===== src/rtl/uart_pkg.sv =====
// uart_pkg: shared types and constants for the configurable UART receiver.
//   rx_state_t     receiver FSM state encoding
//   PARITY_*       values for the PARITY_MODE parameter
//   clog2_min1()   ceil(log2(v)), never less than 1 (safe counter width)
`timescale 1ns/1ps
package uart_pkg;

    typedef enum logic [2:0] {
        ST_IDLE      = 3'd0,
        ST_START     = 3'd1,
        ST_DATA      = 3'd2,
        ST_PARITY    = 3'd3,
        ST_STOP      = 3'd4,
        ST_WAIT_IDLE = 3'd5
    } rx_state_t;

    localparam int PARITY_NONE = 0;
    localparam int PARITY_ODD  = 1;
    localparam int PARITY_EVEN = 2;

    function automatic int clog2_min1(input int v);
        return (v <= 1) ? 1 : $clog2(v);
    endfunction

endpackage


===== src/rtl/uart_rx_sampler.sv =====
// uart_rx_sampler: input synchroniser, start-edge detect and 3-sample
// majority vote for the UART receiver.
//   clk, rst_n     system clock, asynchronous active-low reset
//   i_rx_serial    raw serial line (asynchronous, idle high)
//   i_clk_cnt      bit-phase counter from the receiver FSM
//   o_rx_s         synchronised line value
//   o_fall         rx_s is about to go 1 -> 0 on the next clock edge
//   o_vote         majority of the samples at counts H-1, H and the current
//                  rx_s; meaningful when i_clk_cnt == H+1
`timescale 1ns/1ps
module uart_rx_sampler #(
    parameter int SYNC_STAGES = 2,
    parameter int CNT_W       = 8,
    parameter int H           = 108
) (
    input  logic             clk,
    input  logic             rst_n,
    input  logic             i_rx_serial,
    input  logic [CNT_W-1:0] i_clk_cnt,
    output logic             o_rx_s,
    output logic             o_fall,
    output logic             o_vote
);

    localparam logic [CNT_W-1:0] CNT_S0 = CNT_W'(H - 1);
    localparam logic [CNT_W-1:0] CNT_S1 = CNT_W'(H);

    logic [SYNC_STAGES-1:0] r_sync;
    logic                   r_s0;
    logic                   r_s1;

    always_ff @(posedge clk or negedge rst_n) begin
        if (!rst_n) begin
            r_sync <= '1;
            r_s0   <= 1'b1;
            r_s1   <= 1'b1;
        end else begin
            r_sync <= {r_sync[SYNC_STAGES-2:0], i_rx_serial};
            if (i_clk_cnt == CNT_S0) r_s0 <= r_sync[SYNC_STAGES-1];
            if (i_clk_cnt == CNT_S1) r_s1 <= r_sync[SYNC_STAGES-1];
        end
    end

    assign o_rx_s = r_sync[SYNC_STAGES-1];
    // Looking one stage ahead lets the FSM enter START on the very edge where
    // rx_s first reads 0, so clk_cnt = 0 lines up with the start of the bit.
    assign o_fall = r_sync[SYNC_STAGES-1] & ~r_sync[SYNC_STAGES-2];
    assign o_vote = (r_s0 & r_s1) | (r_s0 & o_rx_s) | (r_s1 & o_rx_s);

endmodule


===== src/rtl/uart_rx_cfg.sv =====
// uart_rx_cfg: parametrised UART receiver (data bits, parity, stop bits)
// with majority-vote sampling, parity/framing error and break detection.
//   clk, rst_n     system clock, asynchronous active-low reset
//   i_rx_serial    serial line from the pin, idle high
//   o_rx_dv        one-cycle pulse: frame complete, data and flags valid
//   o_rx_data      last received word, held until the next o_rx_dv
//   o_parity_err   parity mismatch on the reported frame
//   o_frame_err    a stop bit of the reported frame was sampled low
//   o_break        every data, parity and stop bit of the frame was low
//   o_busy         FSM is not idle
`timescale 1ns/1ps
module uart_rx_cfg
    import uart_pkg::*;
#(
    parameter int CLKS_PER_BIT = 217,
    parameter int DATA_BITS    = 8,
    parameter int PARITY_MODE  = 0,
    parameter int STOP_BITS    = 1,
    parameter int SYNC_STAGES  = 2
) (
    input  logic                 clk,
    input  logic                 rst_n,
    input  logic                 i_rx_serial,
    output logic                 o_rx_dv,
    output logic [DATA_BITS-1:0] o_rx_data,
    output logic                 o_parity_err,
    output logic                 o_frame_err,
    output logic                 o_break,
    output logic                 o_busy
);

    localparam int               CNT_W     = clog2_min1(CLKS_PER_BIT);
    localparam int               H         = (CLKS_PER_BIT - 1) / 2;
    localparam logic [CNT_W-1:0] CNT_DEC   = CNT_W'(H + 1);
    localparam logic [CNT_W-1:0] CNT_LAST  = CNT_W'(CLKS_PER_BIT - 1);
    localparam logic [3:0]       DATA_LAST = 4'(DATA_BITS - 1);
    localparam logic [3:0]       STOP_LAST = 4'(STOP_BITS - 1);

    rx_state_t            r_state;
    logic [CNT_W-1:0]     r_clk_cnt;
    logic [3:0]           r_bit_idx;
    logic [DATA_BITS-1:0] r_shift;
    logic                 r_parity_err;
    logic                 r_frame_err;
    logic                 r_all_low;
    logic                 r_dv;
    logic [DATA_BITS-1:0] r_data;
    logic                 r_parity_err_o;
    logic                 r_frame_err_o;
    logic                 r_break_o;

    logic w_rx_s;
    logic w_fall;
    logic w_vote;
    logic w_decide;
    logic w_bit_end;
    logic w_par_exp;
    logic w_frame_bad;

    uart_rx_sampler #(
        .SYNC_STAGES (SYNC_STAGES),
        .CNT_W       (CNT_W),
        .H           (H)
    ) u_sampler (
        .clk         (clk),
        .rst_n       (rst_n),
        .i_rx_serial (i_rx_serial),
        .i_clk_cnt   (r_clk_cnt),
        .o_rx_s      (w_rx_s),
        .o_fall      (w_fall),
        .o_vote      (w_vote)
    );

    assign w_decide    = (r_clk_cnt == CNT_DEC);
    assign w_bit_end   = (r_clk_cnt == CNT_LAST);
    assign w_par_exp   = (PARITY_MODE == PARITY_ODD) ? ~(^r_shift) : (^r_shift);
    // Includes the stop bit being decided right now.
    assign w_frame_bad = r_frame_err | ~w_vote;

    always_ff @(posedge clk or negedge rst_n) begin
        if (!rst_n) begin
            r_state        <= ST_IDLE;
            r_clk_cnt      <= '0;
            r_bit_idx      <= '0;
            r_shift        <= '0;
            r_parity_err   <= 1'b0;
            r_frame_err    <= 1'b0;
            r_all_low      <= 1'b0;
            r_dv           <= 1'b0;
            r_data         <= '0;
            r_parity_err_o <= 1'b0;
            r_frame_err_o  <= 1'b0;
            r_break_o      <= 1'b0;
        end else begin
            r_dv <= 1'b0;
            case (r_state)
                ST_IDLE: begin
                    r_clk_cnt <= '0;
                    r_bit_idx <= '0;
                    if (w_fall) begin
                        r_state      <= ST_START;
                        r_parity_err <= 1'b0;
                        r_frame_err  <= 1'b0;
                        r_all_low    <= 1'b1;
                    end
                end
                ST_START: begin
                    if (w_decide && w_vote) begin
                        r_state   <= ST_IDLE;   // false start
                        r_clk_cnt <= '0;
                    end else if (w_bit_end) begin
                        r_state   <= ST_DATA;
                        r_clk_cnt <= '0;
                    end else begin
                        r_clk_cnt <= r_clk_cnt + 1'b1;
                    end
                end
                ST_DATA: begin
                    // LSB first: after DATA_BITS shifts bit i sits at index i.
                    if (w_decide) begin
                        r_shift <= {w_vote, r_shift[DATA_BITS-1:1]};
                        if (w_vote) r_all_low <= 1'b0;
                    end
                    if (w_bit_end) begin
                        r_clk_cnt <= '0;
                        if (r_bit_idx == DATA_LAST) begin
                            r_bit_idx <= '0;
                            r_state   <= (PARITY_MODE != PARITY_NONE) ? ST_PARITY : ST_STOP;
                        end else begin
                            r_bit_idx <= r_bit_idx + 1'b1;
                        end
                    end else begin
                        r_clk_cnt <= r_clk_cnt + 1'b1;
                    end
                end
                ST_PARITY: begin
                    if (w_decide) begin
                        if (w_vote != w_par_exp) r_parity_err <= 1'b1;
                        if (w_vote) r_all_low <= 1'b0;
                    end
                    if (w_bit_end) begin
                        r_clk_cnt <= '0;
                        r_state   <= ST_STOP;
                    end else begin
                        r_clk_cnt <= r_clk_cnt + 1'b1;
                    end
                end
                ST_STOP: begin
                    if (w_decide) begin
                        if (!w_vote) r_frame_err <= 1'b1;
                        if (w_vote) r_all_low <= 1'b0;
                    end
                    if (w_decide && (r_bit_idx == STOP_LAST)) begin
                        // Leave at mid-bit so a following start edge is not missed.
                        r_dv           <= 1'b1;
                        r_data         <= r_shift;
                        r_parity_err_o <= r_parity_err;
                        r_frame_err_o  <= w_frame_bad;
                        r_break_o      <= r_all_low & ~w_vote;
                        r_clk_cnt      <= '0;
                        r_bit_idx      <= '0;
                        r_state        <= w_frame_bad ? ST_WAIT_IDLE : ST_IDLE;
                    end else if (w_bit_end) begin
                        r_clk_cnt <= '0;
                        r_bit_idx <= r_bit_idx + 1'b1;
                    end else begin
                        r_clk_cnt <= r_clk_cnt + 1'b1;
                    end
                end
                ST_WAIT_IDLE: begin
                    // Needs a full bit time of continuous idle before re-arming.
                    if (!w_rx_s) begin
                        r_clk_cnt <= '0;
                    end else if (w_bit_end) begin
                        r_clk_cnt <= '0;
                        r_state   <= ST_IDLE;
                    end else begin
                        r_clk_cnt <= r_clk_cnt + 1'b1;
                    end
                end
                default: begin
                    r_state   <= ST_IDLE;
                    r_clk_cnt <= '0;
                end
            endcase
        end
    end

    assign o_rx_dv      = r_dv;
    assign o_rx_data    = r_data;
    assign o_parity_err = r_parity_err_o;
    assign o_frame_err  = r_frame_err_o;
    assign o_break      = r_break_o;
    assign o_busy       = (r_state != ST_IDLE);

endmodule


===== config.mk =====
export PLATFORM = sky130hd
export DESIGN_NAME = uart_rx_cfg
export DESIGN_NICKNAME = d
export VERILOG_FILES = /design/src/rtl/uart_pkg.sv /design/src/rtl/uart_rx_sampler.sv /design/src/rtl/uart_rx_cfg.sv
export SDC_FILE = /design/constraint.sdc
export NUM_CORES = 1
export LEC_CHECK = 0
export BUFFER_PORTS_ARGS = -buffer_cell sky130_fd_sc_hd__buf_2
export CORE_MARGIN = 8
export CORE_UTILIZATION = 29
export CTS_CLUSTER_SIZE = 8
export DETAILED_ROUTE_END_ITERATION = 16
export PLACE_DENSITY = 0.45
export RECOVER_POWER = 25
export SLEW_MARGIN = 20
export SYNTH_ARGS = -nofsm -noshare
export SYNTH_HDL_FRONTEND = slang
export SYNTH_SLANG_ARGS = --single-unit

===== constraint.sdc =====
create_clock -name clk -period 4.2 [get_ports clk]
set_clock_uncertainty 0.2 [all_clocks]
set_input_delay 0.42 -clock clk [delete_from_list [all_inputs] [get_ports clk]]
set_output_delay 0.42 -clock clk [all_outputs]
set_load 0.05 [all_outputs]

# == Word level (Yosys, flattened, before mapping) ==
# Cells that the tools add are included.
# Widths: inputs -> output; s select.
# word_totals
reg_bits,42
in_bits,3
output_inout_bits,13
elab_cells,106
# classes
addsub,2
eq_ne,26
n_mux,34
bitwise_logic,10
reduce_logical,19
# ops
operator,count
$mux 8,4
$pmux 8 s4,1
$mux 3,10
$eq 8x7->1 const B,3
$ne 2x2->1 const B,9
$pmux 3 s6,1
$mux 4,4
$pmux 4 s3,1
$reduce_and 4->1,3
$mux 1,10
$add 8x1->8 const B,1
$eq 8x8->1 const B,1
$ne 2x1->1 const B,4
$reduce_and 8->1,1
$reduce_xor 8->1,1
$eq 3x2->1 const B,2
$eq 3x3->1 const B,2
$ne 3x3->1 const B,2
$pmux 1 s2,3
$reduce_bool 2->1,3
$reduce_bool 3->1,2
$and 1x1->1,5
$add 4x1->4 const B,1
$eq 4x3->1 const B,1
11 further kinds,16

# == Longest topological paths before layout ==
# depth
word_depth,8
mapped_depth,9
mapped_depth_nobuf,7

# == By module ==
# A second synthesis with hierarchy kept.
# unflattened
cells_unflattened,191
hier_area_um2,2110.8
# modules_own_cells
module,n_inst,cells_each,area_per_inst_um2,seq_area_each_um2
uart_rx_cfg,1,178,1925.6,950.9
uart_rx_sampler,1,13,185.2,105.1

# == Least setup slack after synthesis ==
# No wires, ideal clock.
# synth_timing
path_type,flip-flop to flip-flop
startpoint,register r_bit_idx[0]
endpoint,register r_data[0] (netlist: o_rx_data[0])
setup_ns,0.128
arrival_time_ns,1.889
t_required_ns,3.872
slack_ns,1.983
stages_incl_launch_ff,9
path_buffers,2
synth_period_minus_slack_ns,2.217
cell_sequence,dfrtp_1 -> inv_1 -> ha_1 -> or3b_1 -> nor3_2 -> and3_1 -> buf_2 -> buf_4 -> mux2_1
# synth_between
elab_chain_len,3
# synth_lines
element,line,rtl
from (decl),uart_rx_cfg.sv:41,logic [3:0] r_bit_idx;
from (signal assigned),uart_rx_cfg.sv:130,r_bit_idx <= r_bit_idx + 1'b1;
from (signal assigned),uart_rx_cfg.sv:165,r_bit_idx <= r_bit_idx + 1'b1;
$logic_not 4->1,uart_rx_cfg.sv:153,if (w_decide && (r_bit_idx == STOP_LAST)) begin
$logic_and 1x1->1,uart_rx_cfg.sv:153,
$reduce_and 2->1 (no line),-,
to (signal assigned),uart_rx_cfg.sv:156,r_data <= r_shift;
to (decl),uart_rx_cfg.sv:47,logic [DATA_BITS-1:0] r_data;
# No other way between the ends.
# A chain may end at the register's enable or synchronous reset.

==> out/results.ini <==
[worst_setup_path]
crit_buf_inv = 3
worstPathCellList = dlygate4sd3_1, clkbuf_1, clkbuf_1
cp-end-kind = async pin
startpoint_type = input pin
crit_slowest_cell = clkbuf_1
cp_common_cell = clkbuf_1
cp_slowest_stage_delay_ns = 1.28
cp_max_fo = 32
worstPathArrival_ns = 2.70
crit_family = buffers and inverters
required_ns = 4.09
worst-setup-path-type = in2async

[yosys]
synth_seq_cells = 42
synthCells = 185
async_flop_share_pct = 100
synth_ff_type = dfrtp_1
syn_area_per_cell_um2 = 11.3
synth_warnings = 0
ys_types = 44
synth_nets = 193
syn_area_mm2 = 0.00208
synth-edff-count = 0
ys_seq_area_share_pct = 50.7

[drt]
drt_iter0_drc = 100
vias = 1398
routed_wl_mm = 4.00
detail_route.vias_per_cell = 4.61
antenna_left = 0
drt-wirelength-per-cell_um = 13.2
drtPass1Iterations = 4
remaining_drc_errors = 0

[clock_network]
clk_pin_slew_ns = 0.08
clk_path_buf_depth = 2
cts_sinks = 42
postCtsHoldBufs = 0
cts_buffers = 5
root_buffer = clkbuf_8
htree_levels = 2
cts_tree = done
post_cts_resize_count = 0
cts_setup_buffers = 0
clock_latency_ns = 0.29

[grt]
grt_usage_pct = 8.56
grt_pass1_vias = 1406
overflow = 0
grt_max_degree = 43
grt_pass1_wl_mm = 7.02
antenna_found_initial = 0

[timing]
period_minus_slack_ns = 2.81
worstMarginPinSlew_ns = 1.70
final.period_utilization_pct = 66.8
final-max-slew-violation-count = 33
setup_viol = 0
grt_setup_unrepaired = false
tns_ns = 0
relSlewSlack_pct = -13.4
max_freq_ghz = 0.356
hold_violations = 0

[pwr]
power_frac_clock_pct = 33.5
ir_drop_uv = 176
power.switching_mw = 0.282
p_comb_share_pct = 17.8
intPower_mw = 0.662
switching_share_pct = 29.9
seqPwrFrac_pct = 48.6
power.density_mw_per_mm2 = 398
power_leakage_nw = 1.07

[floorplanning]
dieHeight_um = 101
initial_utilization_pct = 29.3
core_area_mm2 = 0.00710
dieArea_mm2 = 0.0102
boundaryPins = 16
rows = 31
dieWidth_um = 101

[placement]
io_buffers = 15
gp_congestion = 0.766
place_hpwl_mm = 2.90
place_inst = 293

[job]
maxCapViolCount = 1

[finish]
synthToLayoutAreaGrowth_pct = 13.9
drive_gt1_share_pct = 21.6
layout_common_cells = 38 x dfrtp_1, 14 x nor2_1, 14 x buf_2, 13 x mux2_2, 11 x xnor2_1
nFillCells = 725
final_util_pct = 33.4
fin_nets = 211
multiInputGateArea_um2 = 957
seqCellArea_mm2 = 0.00106
final_cells = 303
num_antenna_cells = 0
final_common_cell = dfrtp_1

[run_status]
violations = max-capacitance violations, max-slew violations
status = finished with violations

[hold_path]
hold_path.class = in2reg

[worst register-to-register path, delay by kind of cell (launching register included)]
family / cells / cell delay [ns]
buffers and inverters: 1 / 0.07
flip-flops: 1 / 0.43
adder cells (fa/ha/maj): 1 / 0.13
AND/OR/NAND/NOR: 3 / 1.19
multiplexers: 1 / 0.40
[area by class of cell]
| class | instances | area share, % |
|---|---|---|
| Timing Repair Buffer | 17 | 3.69 |
| Multi-Input combinational cell | 127 | 40.3 |
| Clock buffer | 6 | 3.06 |
| Tap cell | 99 | 5.22 |
| Sequential cell | 42 | 44.5 |
| Inverter | 10 | 1.58 |
| Clock inverter | 2 | 1.58 |
[layer usage]
layer | up-vias | global-route usage [%] | share of wire [%] | wire [um]
met5 | - | 0 | 0 | 0
met4 | 0 | 3.14 | 0.77 | 31
met3 | 5 | 2.49 | 4.5 | 180
met2 | 30 | 13.1 | 47 | 1880
met1 | 674 | 11.1 | 48 | 1910
li1 | 689 | - | - | -
[cells by family (layout without fill, tap and decap cells)]
logic type                 after synthesis  in the layout  synth area share (%)
AOI/OAI and AO/OA                       28             28                  9.01
xor gates and xnor gates                15             15                  6.31
and+or+nand+nor                         56             56                  15.1
DFF                                     42             42                  50.7
muxes                                   22             22                  11.8
adders and majority gates                6              6                  3.66
buffers and inverters                   16             35                  3.36
[synth_stat cells (4+ instances only)]
cell type	instances	area, um^2
xnor2_1	11	96.3
inv_1	10	37.5
mux2_1	8	90.1
nand3_1	5	25.0
nand2b_1	5	31.3
nor2_1	14	52.6
buf_2	5	25.0
nand2_1	9	33.8
a21oi_1	5	25.0
mux2_2	13	146
o21ai_0	4	20.0
dfrtp_1	38	951
dfstp_2	4	105
xor2_1	4	35.0
ha_1	5	62.6
[flip-flops by register name, indices dropped and copies added, names as in the netlist]
signal and count:
u_sampler.r_s1 1, r_bit_idx 4, u_sampler.r_s0 1, r_parity_err 1, r_clk_cnt 8, o_break 1
o_rx_data 8, o_parity_err 1, r_frame_err 1, o_frame_err 1, u_sampler.r_sync 2, r_shift 8
r_all_low 1, o_rx_dv 1, r_state 3
[final timing paths]
kind                                startpoint             endpoint  slack (ns)  cells after the start
max                                      rst_n          r_frame_err        1.39                      3
min in group asynchronous                rst_n         r_clk_cnt[4]        0.44                      2
max reg2reg                       r_bit_idx[0]         o_parity_err        1.66                      6
min reg2reg                u_sampler.r_sync[0]  u_sampler.r_sync[1]        0.20                      0
max in group clk                  r_bit_idx[0]         o_parity_err        1.66                      6
min                                i_rx_serial  u_sampler.r_sync[0]        0.03                      1
[stage by stage]
step	power, mW	setup slack, ns	hold WS [ns]	instance area (um^2)
final	0.944	1.39	0.0309	2370
after CTS	0.957	1.62	0.0126	2360
after global routing	1.00	0.809	0.0103	2370
after floorplan	0.593	1.98	-0.0756	2080
after detailed placement	0.635	1.64	0.171	2250
after global placement	0.640	1.67	0.171	2250
[power groups by stage]
stage / Sequential (mW) / Clock, mW / Combinational [mW]
floorplan: 0.441 / 0 / 0.152
global placement: 0.467 / 0 / 0.173
detailed placement: 0.467 / 0 / 0.168
CTS: 0.459 / 0.329 / 0.170
global route: 0.464 / 0.347 / 0.189
finish: 0.459 / 0.317 / 0.168
Power figures use the tool's default switching activity.
